==> config.mk <==
export PLATFORM = sky130hd
export DESIGN_NAME = pwm_multichannel_flat
export DESIGN_NICKNAME = d
export VERILOG_FILES = /design/src/rtl/pwm_multichannel_pkg.sv /design/src/rtl/pwm_multichannel_if.sv /design/src/rtl/pwm_multichannel_timebase.sv /design/src/rtl/pwm_multichannel.sv /design/src/flat_wrapper.sv
export SDC_FILE = /design/constraint.sdc
export NUM_CORES = 1
export LEC_CHECK = 0
export CAP_MARGIN = 20
export CORE_UTILIZATION = 50
export CTS_BUF_LIST = sky130_fd_sc_hd__clkbuf_8
export DETAILED_ROUTE_END_ITERATION = 16
export GPL_ROUTABILITY_DRIVEN = 0
export PLACE_DENSITY = 0.68
export SKIP_LAST_GASP = 1
export SLEW_MARGIN = 20
export SYNTH_ARGS = -nofsm -noshare
export SYNTH_HDL_FRONTEND = slang
export SYNTH_SLANG_ARGS = --single-unit
export TNS_END_PERCENT = 5
==> constraint.sdc <==
create_clock -name clk -period 11.1 [get_ports clk]
set_input_delay 1.665 -clock clk [delete_from_list [all_inputs] [get_ports clk]]
set_output_delay 1.665 -clock clk [all_outputs]
set_load 0.03 [all_outputs]
==> src/rtl/pwm_multichannel_pkg.sv <==
// Shared constants and types for the multichannel PWM block.
// Imported by the interface, the timebase and the top.
package pwm_multichannel_pkg;

  localparam logic MODE_EDGE   = 1'b0;
  localparam logic MODE_CENTER = 1'b1;

  typedef enum logic {
    DIR_UP   = 1'b0,
    DIR_DOWN = 1'b1
  } dir_e;

  localparam int DEF_NUM_CH  = 16;
  localparam int DEF_CNT_W   = 8;
  localparam int DEF_PRESC_W = 11;

  function automatic int ch_w(input int n);
    return (n > 1) ? $clog2(n) : 1;
  endfunction

endpackage

==> src/rtl/pwm_multichannel_if.sv <==
// Configuration, duty-write and output bundle of the PWM block.
// master = register file side, slave = PWM core.
interface pwm_multichannel_if
  import pwm_multichannel_pkg::*;
#(
  parameter int NUM_CH  = DEF_NUM_CH,
  parameter int CNT_W   = DEF_CNT_W,
  parameter int PRESC_W = DEF_PRESC_W
);
  localparam int CH_W = ch_w(NUM_CH);

  logic [PRESC_W-1:0] prescale;
  logic [CNT_W-1:0]   period;
  logic               mode_center;
  logic [NUM_CH-1:0]  en_out;
  logic [NUM_CH-1:0]  en_pwm;
  logic               duty_wr_en;
  logic [CH_W-1:0]    duty_wr_ch;
  logic [CNT_W-1:0]   duty_wr_data;
  logic               period_start;
  logic [NUM_CH-1:0]  out;

  modport master (
    output prescale, period, mode_center,
    output en_out, en_pwm,
    output duty_wr_en, duty_wr_ch, duty_wr_data,
    input  period_start, out
  );

  modport slave (
    input  prescale, period, mode_center,
    input  en_out, en_pwm,
    input  duty_wr_en, duty_wr_ch, duty_wr_data,
    output period_start, out
  );

endinterface

==> src/rtl/pwm_multichannel_timebase.sv <==
// Prescaler plus edge/center-aligned period counter.
// Period, prescale and mode are latched only at period boundaries.
module pwm_multichannel_timebase
  import pwm_multichannel_pkg::*;
#(
  parameter int CNT_W   = DEF_CNT_W,
  parameter int PRESC_W = DEF_PRESC_W
) (
  input  logic               clk,
  input  logic               rst_n,
  input  logic [PRESC_W-1:0] prescale,
  input  logic [CNT_W-1:0]   period,
  input  logic               mode_center,
  output logic [CNT_W-1:0]   cnt,
  output logic [CNT_W-1:0]   act_period,
  output logic               boundary,
  output logic               period_start
);

  logic [PRESC_W-1:0] presc_cnt;
  logic [PRESC_W-1:0] act_presc;
  logic               act_mode;
  dir_e               dir;
  dir_e               dir_nx;
  logic [CNT_W-1:0]   cnt_nx;
  logic               tick;

  assign tick = (presc_cnt == act_presc);

  always_comb begin
    cnt_nx = cnt + CNT_W'(1);
    dir_nx = dir;
    unique case (1'b1)
      (act_mode == MODE_EDGE): begin
        if (cnt >= act_period) cnt_nx = '0;
      end
      (act_mode == MODE_CENTER) && (dir == DIR_UP): begin
        if (cnt >= act_period) begin
          cnt_nx = (act_period == '0) ? '0
                 : act_period - CNT_W'(1);
          dir_nx = DIR_DOWN;
        end
      end
      default: begin
        cnt_nx = cnt - CNT_W'(1);
      end
    endcase
    // The boundary is the tick that brings the count back to zero.
    boundary = tick & (cnt_nx == '0);
  end

  always_ff @(posedge clk) begin
    if (!rst_n) begin
      presc_cnt    <= '0;
      cnt          <= '0;
      dir          <= DIR_UP;
      act_period   <= period;
      act_presc    <= prescale;
      act_mode     <= mode_center;
      period_start <= 1'b0;
    end else begin
      period_start <= boundary;
      presc_cnt    <= tick ? '0 : presc_cnt + PRESC_W'(1);
      if (boundary) begin
        cnt        <= '0;
        dir        <= DIR_UP;
        act_period <= period;
        act_presc  <= prescale;
        act_mode   <= mode_center;
      end else if (tick) begin
        cnt <= cnt_nx;
        dir <= dir_nx;
      end
    end
  end

endmodule

==> src/rtl/pwm_multichannel.sv <==
// N-channel PWM with double-buffered per-channel duty.
// Shadow duty moves to active at each period boundary.
module pwm_multichannel
  import pwm_multichannel_pkg::*;
#(
  parameter int NUM_CH  = DEF_NUM_CH,
  parameter int CNT_W   = DEF_CNT_W,
  parameter int PRESC_W = DEF_PRESC_W
) (
  input logic              clk,
  input logic              rst_n,
  pwm_multichannel_if.slave bus
);

  localparam int CH_W = ch_w(NUM_CH);

  logic [CNT_W-1:0]  cnt;
  logic [CNT_W-1:0]  act_period;
  logic              boundary;
  logic [NUM_CH-1:0] hi;

  pwm_multichannel_timebase #(
    .CNT_W  (CNT_W),
    .PRESC_W(PRESC_W)
  ) u_timebase (
    .clk         (clk),
    .rst_n       (rst_n),
    .prescale    (bus.prescale),
    .period      (bus.period),
    .mode_center (bus.mode_center),
    .cnt         (cnt),
    .act_period  (act_period),
    .boundary    (boundary),
    .period_start(bus.period_start)
  );

  for (genvar i = 0; i < NUM_CH; i++) begin : g_ch
    logic [CNT_W-1:0] shadow;
    logic [CNT_W-1:0] active;
    logic             wr;

    // Indices at or above NUM_CH match no channel and are dropped.
    assign wr = bus.duty_wr_en
              & (bus.duty_wr_ch == CH_W'(i));

    always_ff @(posedge clk) begin
      if (!rst_n) begin
        shadow <= '0;
        active <= '0;
      end else begin
        if (wr) shadow <= bus.duty_wr_data;
        if (boundary) begin
          active <= wr ? bus.duty_wr_data : shadow;
        end
      end
    end

    assign hi[i] = (&active)
                 | (active > act_period)
                 | (cnt < active);
  end

  always_ff @(posedge clk) begin
    if (!rst_n) begin
      bus.out <= '0;
    end else begin
      bus.out <= bus.en_out & (~bus.en_pwm | hi);
    end
  end

endmodule

==> src/flat_wrapper.sv <==
// flat-port wrapper written by rule: the top's interface ports become plain ports
module pwm_multichannel_flat import pwm_multichannel_pkg::*;
#(
  parameter int NUM_CH  = DEF_NUM_CH,
  parameter int CNT_W   = DEF_CNT_W,
  parameter int PRESC_W = DEF_PRESC_W
)
  (clk, rst_n, bus_prescale, bus_period, bus_mode_center, bus_en_out, bus_en_pwm, bus_duty_wr_en, bus_duty_wr_ch, bus_duty_wr_data, bus_period_start, bus_out);
  pwm_multichannel_if #(.NUM_CH(NUM_CH), .CNT_W(CNT_W), .PRESC_W(PRESC_W)) bus_i ();
  input logic clk;
  input logic rst_n;
  input wire logic [$bits(bus_i.prescale)-1:0] bus_prescale;
  input wire logic [$bits(bus_i.period)-1:0] bus_period;
  input wire logic [$bits(bus_i.mode_center)-1:0] bus_mode_center;
  input wire logic [$bits(bus_i.en_out)-1:0] bus_en_out;
  input wire logic [$bits(bus_i.en_pwm)-1:0] bus_en_pwm;
  input wire logic [$bits(bus_i.duty_wr_en)-1:0] bus_duty_wr_en;
  input wire logic [$bits(bus_i.duty_wr_ch)-1:0] bus_duty_wr_ch;
  input wire logic [$bits(bus_i.duty_wr_data)-1:0] bus_duty_wr_data;
  output wire logic [$bits(bus_i.period_start)-1:0] bus_period_start;
  output wire logic [$bits(bus_i.out)-1:0] bus_out;
  assign bus_i.prescale = bus_prescale;
  assign bus_i.period = bus_period;
  assign bus_i.mode_center = bus_mode_center;
  assign bus_i.en_out = bus_en_out;
  assign bus_i.en_pwm = bus_en_pwm;
  assign bus_i.duty_wr_en = bus_duty_wr_en;
  assign bus_i.duty_wr_ch = bus_duty_wr_ch;
  assign bus_i.duty_wr_data = bus_duty_wr_data;
  assign bus_period_start = bus_i.period_start;
  assign bus_out = bus_i.out;
  pwm_multichannel #(.NUM_CH(NUM_CH), .CNT_W(CNT_W), .PRESC_W(PRESC_W)) u_core (.clk(clk), .rst_n(rst_n), .bus(bus_i));
endmodule
==> results.json <==
{
  "cts-htree-levels": 2,
  "clk_pin_slew_ns": 0.06,
  "globalRouteTotalUtil_pct": 25.0,
  "fin_util_pct": 57.8,
  "syn-num-nets": 2177,
  "die_w_um": 194,
  "status": "finished, final reports clean",
  "grt-ovfl-total": 0,
  "grt_max_degree": 139,
  "netlist_instances": 1857,
  "cts_setup_buffers": 0,
  "die_h_um": 194,
  "cts_resized": 0,
  "cts_tree": "yes",
  "power.leakage_uw": 0.00921,
  "start_kind": "flip-flop",
  "start_util_pct": 51.4,
  "synth_top_area_share_pct": 31.8,
  "ir_worst_vdd_mv": 0.105,
  "final.min_clock_period_ns": 4.68,
  "p_total_uw": 2400,
  "hold_path.class": "flip-flop to flip-flop",
  "cts_hold_buf": 0,
  "nNetsFinal": 2269,
  "postLayoutCellArea_um2": 20800,
  "avgRoutedWirePerCell_um": 19.2,
  "fin_tns_setup_ns": 0,
  "drtIter0Drc": 671,
  "synthTopCellsByArea": "dfxtp_1 32%, ha_1 17%, mux2_4 8.9%",
  "cp_data_required_time_ns": 11.63,
  "p_per_area_nw_per_um2": 116,
  "final_hold_viol_count": 0,
  "worstMarginPinSlew_ns": 1.22,
  "firstDrtPassIters": 5,
  "rsz0062_at_grt": "no",
  "area_growth_pct": 12.5,
  "relSlewSlack_pct": 18.4,
  "syn_area_um2": 18500,
  "setup_viol": 0,
  "syn_area_per_cell_um2": 9.94,
  "ys_ff_latch": 313,
  "clock-sinks": 313,
  "via_per_inst": 5.56,
  "r2r-start": "u_core.u_timebase.act_period[2]",
  "final_cell_mix": "292 x nor2_1, 292 x dfxtp_1, 253 x ha_1, 151 x inv_1, 130 x mux2i_1",
  "clockRootBuffer": "clkbuf_8",
  "die_area_um2": 37700,
  "cp-end-kind": "flip-flop",
  "clock_skew_ns": 0.0208,
  "placed_cell_area_um2": 19600,
  "cts_made_buffers": 55,
  "synthFlopType": "dfxtp_1",
  "dp_slack_ns": 6.10,
  "hold_start": "u_core.u_timebase.presc_cnt[0]",
  "clkLatencyLatePin_ns": 0.65,
  "fin_crit_sh_pct": 42.1,
  "yosys.area.top_type": "dfxtp_1",
  "drive_gt1_share_pct": 14.0,
  "wirelength_mm": 47.1,
  "crit_type": "flip-flop to flip-flop",
  "rows": 69,
  "drc": 0,
  "grt_pass1_vias": 13800,
  "ant_nets": 0,
  "fmax_mhz": 214,
  "ys_warn_count": 0,
  "antenna_found_initial": 0,
  "crit_start": "u_core.u_timebase.act_period[2]",
  "ys_types": 62,
  "synthArstFlopShare_pct": 0,
  "clk_path_buf_depth": 3,
  "hpwl_mm": 29.5,
  "cp.arrival_ns": 5.21,
  "diodes": 0,
  "critPathMaxFanout": 138,
  "vias": 13600,
  "seq_area_frac_synth_pct": 35.0,
  "pin_count": 84,
  "placement.io_buffers": 83,
  "drv_slew": 0,
  "maxCapViolCount": 0,
  "core_um2": 35900,
  "synth_edf_count": 20,
  "fin_ws_ns": 6.42,
  "grt_pass1_wl_mm": 74.1
}
Yosys cell counts, types with 2 or more instances:
cell	n
o2111a_1	3
inv_1	140
nor2_1	293
clkbuf_1	54
nor3b_1	3
nand4_1	34
nor4_1	2
o21a_1	17
a31oi_1	17
mux2_2	23
buf_2	2
xnor2_1	20
and3_1	11
edfxtp_1	20
ha_1	253
nor2b_1	17
nand3_1	41
buf_12	11
o21ai_0	51
nand2_1	34
a21o_1	81
o311ai_1	2
mux2i_1	130
o31ai_1	2
nor3_1	6
o31a_1	18
o311a_1	17
a211oi_1	3
nand3b_1	4
or2_2	16
or3_1	8
xor2_1	8
a21oi_1	36
nand2b_1	35
mux2_4	109
dfxtp_1	293
buf_6	3
a211o_1	16
per-layer routing:
metal | track usage, % | vias up | routed length [um]
met5 | 0 | - | 0
met4 | 8.94 | 0 | 1370
met3 | 4.59 | 96 | 2340
met2 | 42.5 | 344 | 22200
met1 | 31.5 | 6488 | 21200
li1 | - | 6720 | -
worst max-delay path, stage by stage, from the launching register on:
cell and delay (ns):
edfxtp_1 0.50, inv_1 0.88, ha_1 0.37, o21a_1 0.14, nor2_1 0.06, o31ai_4 0.44, nand2_1 0.15, o31a_1 0.32
o2111a_2 0.28, nand4_4 0.08, buf_12 0.62, mux2_2 0.42
worst paths after layout:
path	to	slack [ns]	cells after the start
setup / recovery	u_core.g_ch[5].active[5]	6.42	11
hold / removal	u_core.u_timebase.presc_cnt[0]	0.48	1
setup reg to reg	u_core.g_ch[5].active[5]	6.42	11
hold reg to reg	u_core.u_timebase.presc_cnt[0]	0.48	1
area by class of cell:
class	count	area (um2)
multi-input combinational	1333	11000
timing repair buffer	105	1060
clock buffer	69	950
sequential	313	6470
clock inverter	31	170
inverter	141	534
fill	3115	15200
tap	461	577
flip-flops by register name (all words and copies together) (netlist names):
signal                          cells
u_core.g_ch.active                128
u_core.bus.out                     16
u_core.u_timebase.dir               1
u_core.u_timebase.act_presc        11
u_core.u_timebase.act_mode          1
u_core.u_timebase.cnt               8
u_core.g_ch.shadow                128
u_core.u_timebase.presc_cnt        11
u_core.u_timebase.period_start      1
u_core.u_timebase.act_period        8
kinds of logic after synthesis:
group           synth area share, %
buf+inv                        5.40
flops                          35.0
simple gates                   13.1
fa+ha+maj                      17.2
compound gates                 10.7
mux                            17.3
xor+xnor                       1.33
through the flow:
| stage | instances | hold WS, ns |
|---|---|---|
| finish | 2453 | 0.482 |
| global route | 2453 | 0.511 |
| CTS | 2452 | 0.484 |
| detailed placement | 2352 | 0.465 |
| global placement | 2349 | 0.455 |
| floorplan | 1857 | 0.440 |
report_power, final:
part           internal [uW]  total, uW  switching, uW  leakage [uW]
sequential              1150       1160           6.42       0.00256
combinational           64.5        165            100       0.00600
clock                    583       1080            498      0.000643
total                   1800       2400            604       0.00921
(Power assumes the default switching activity.)
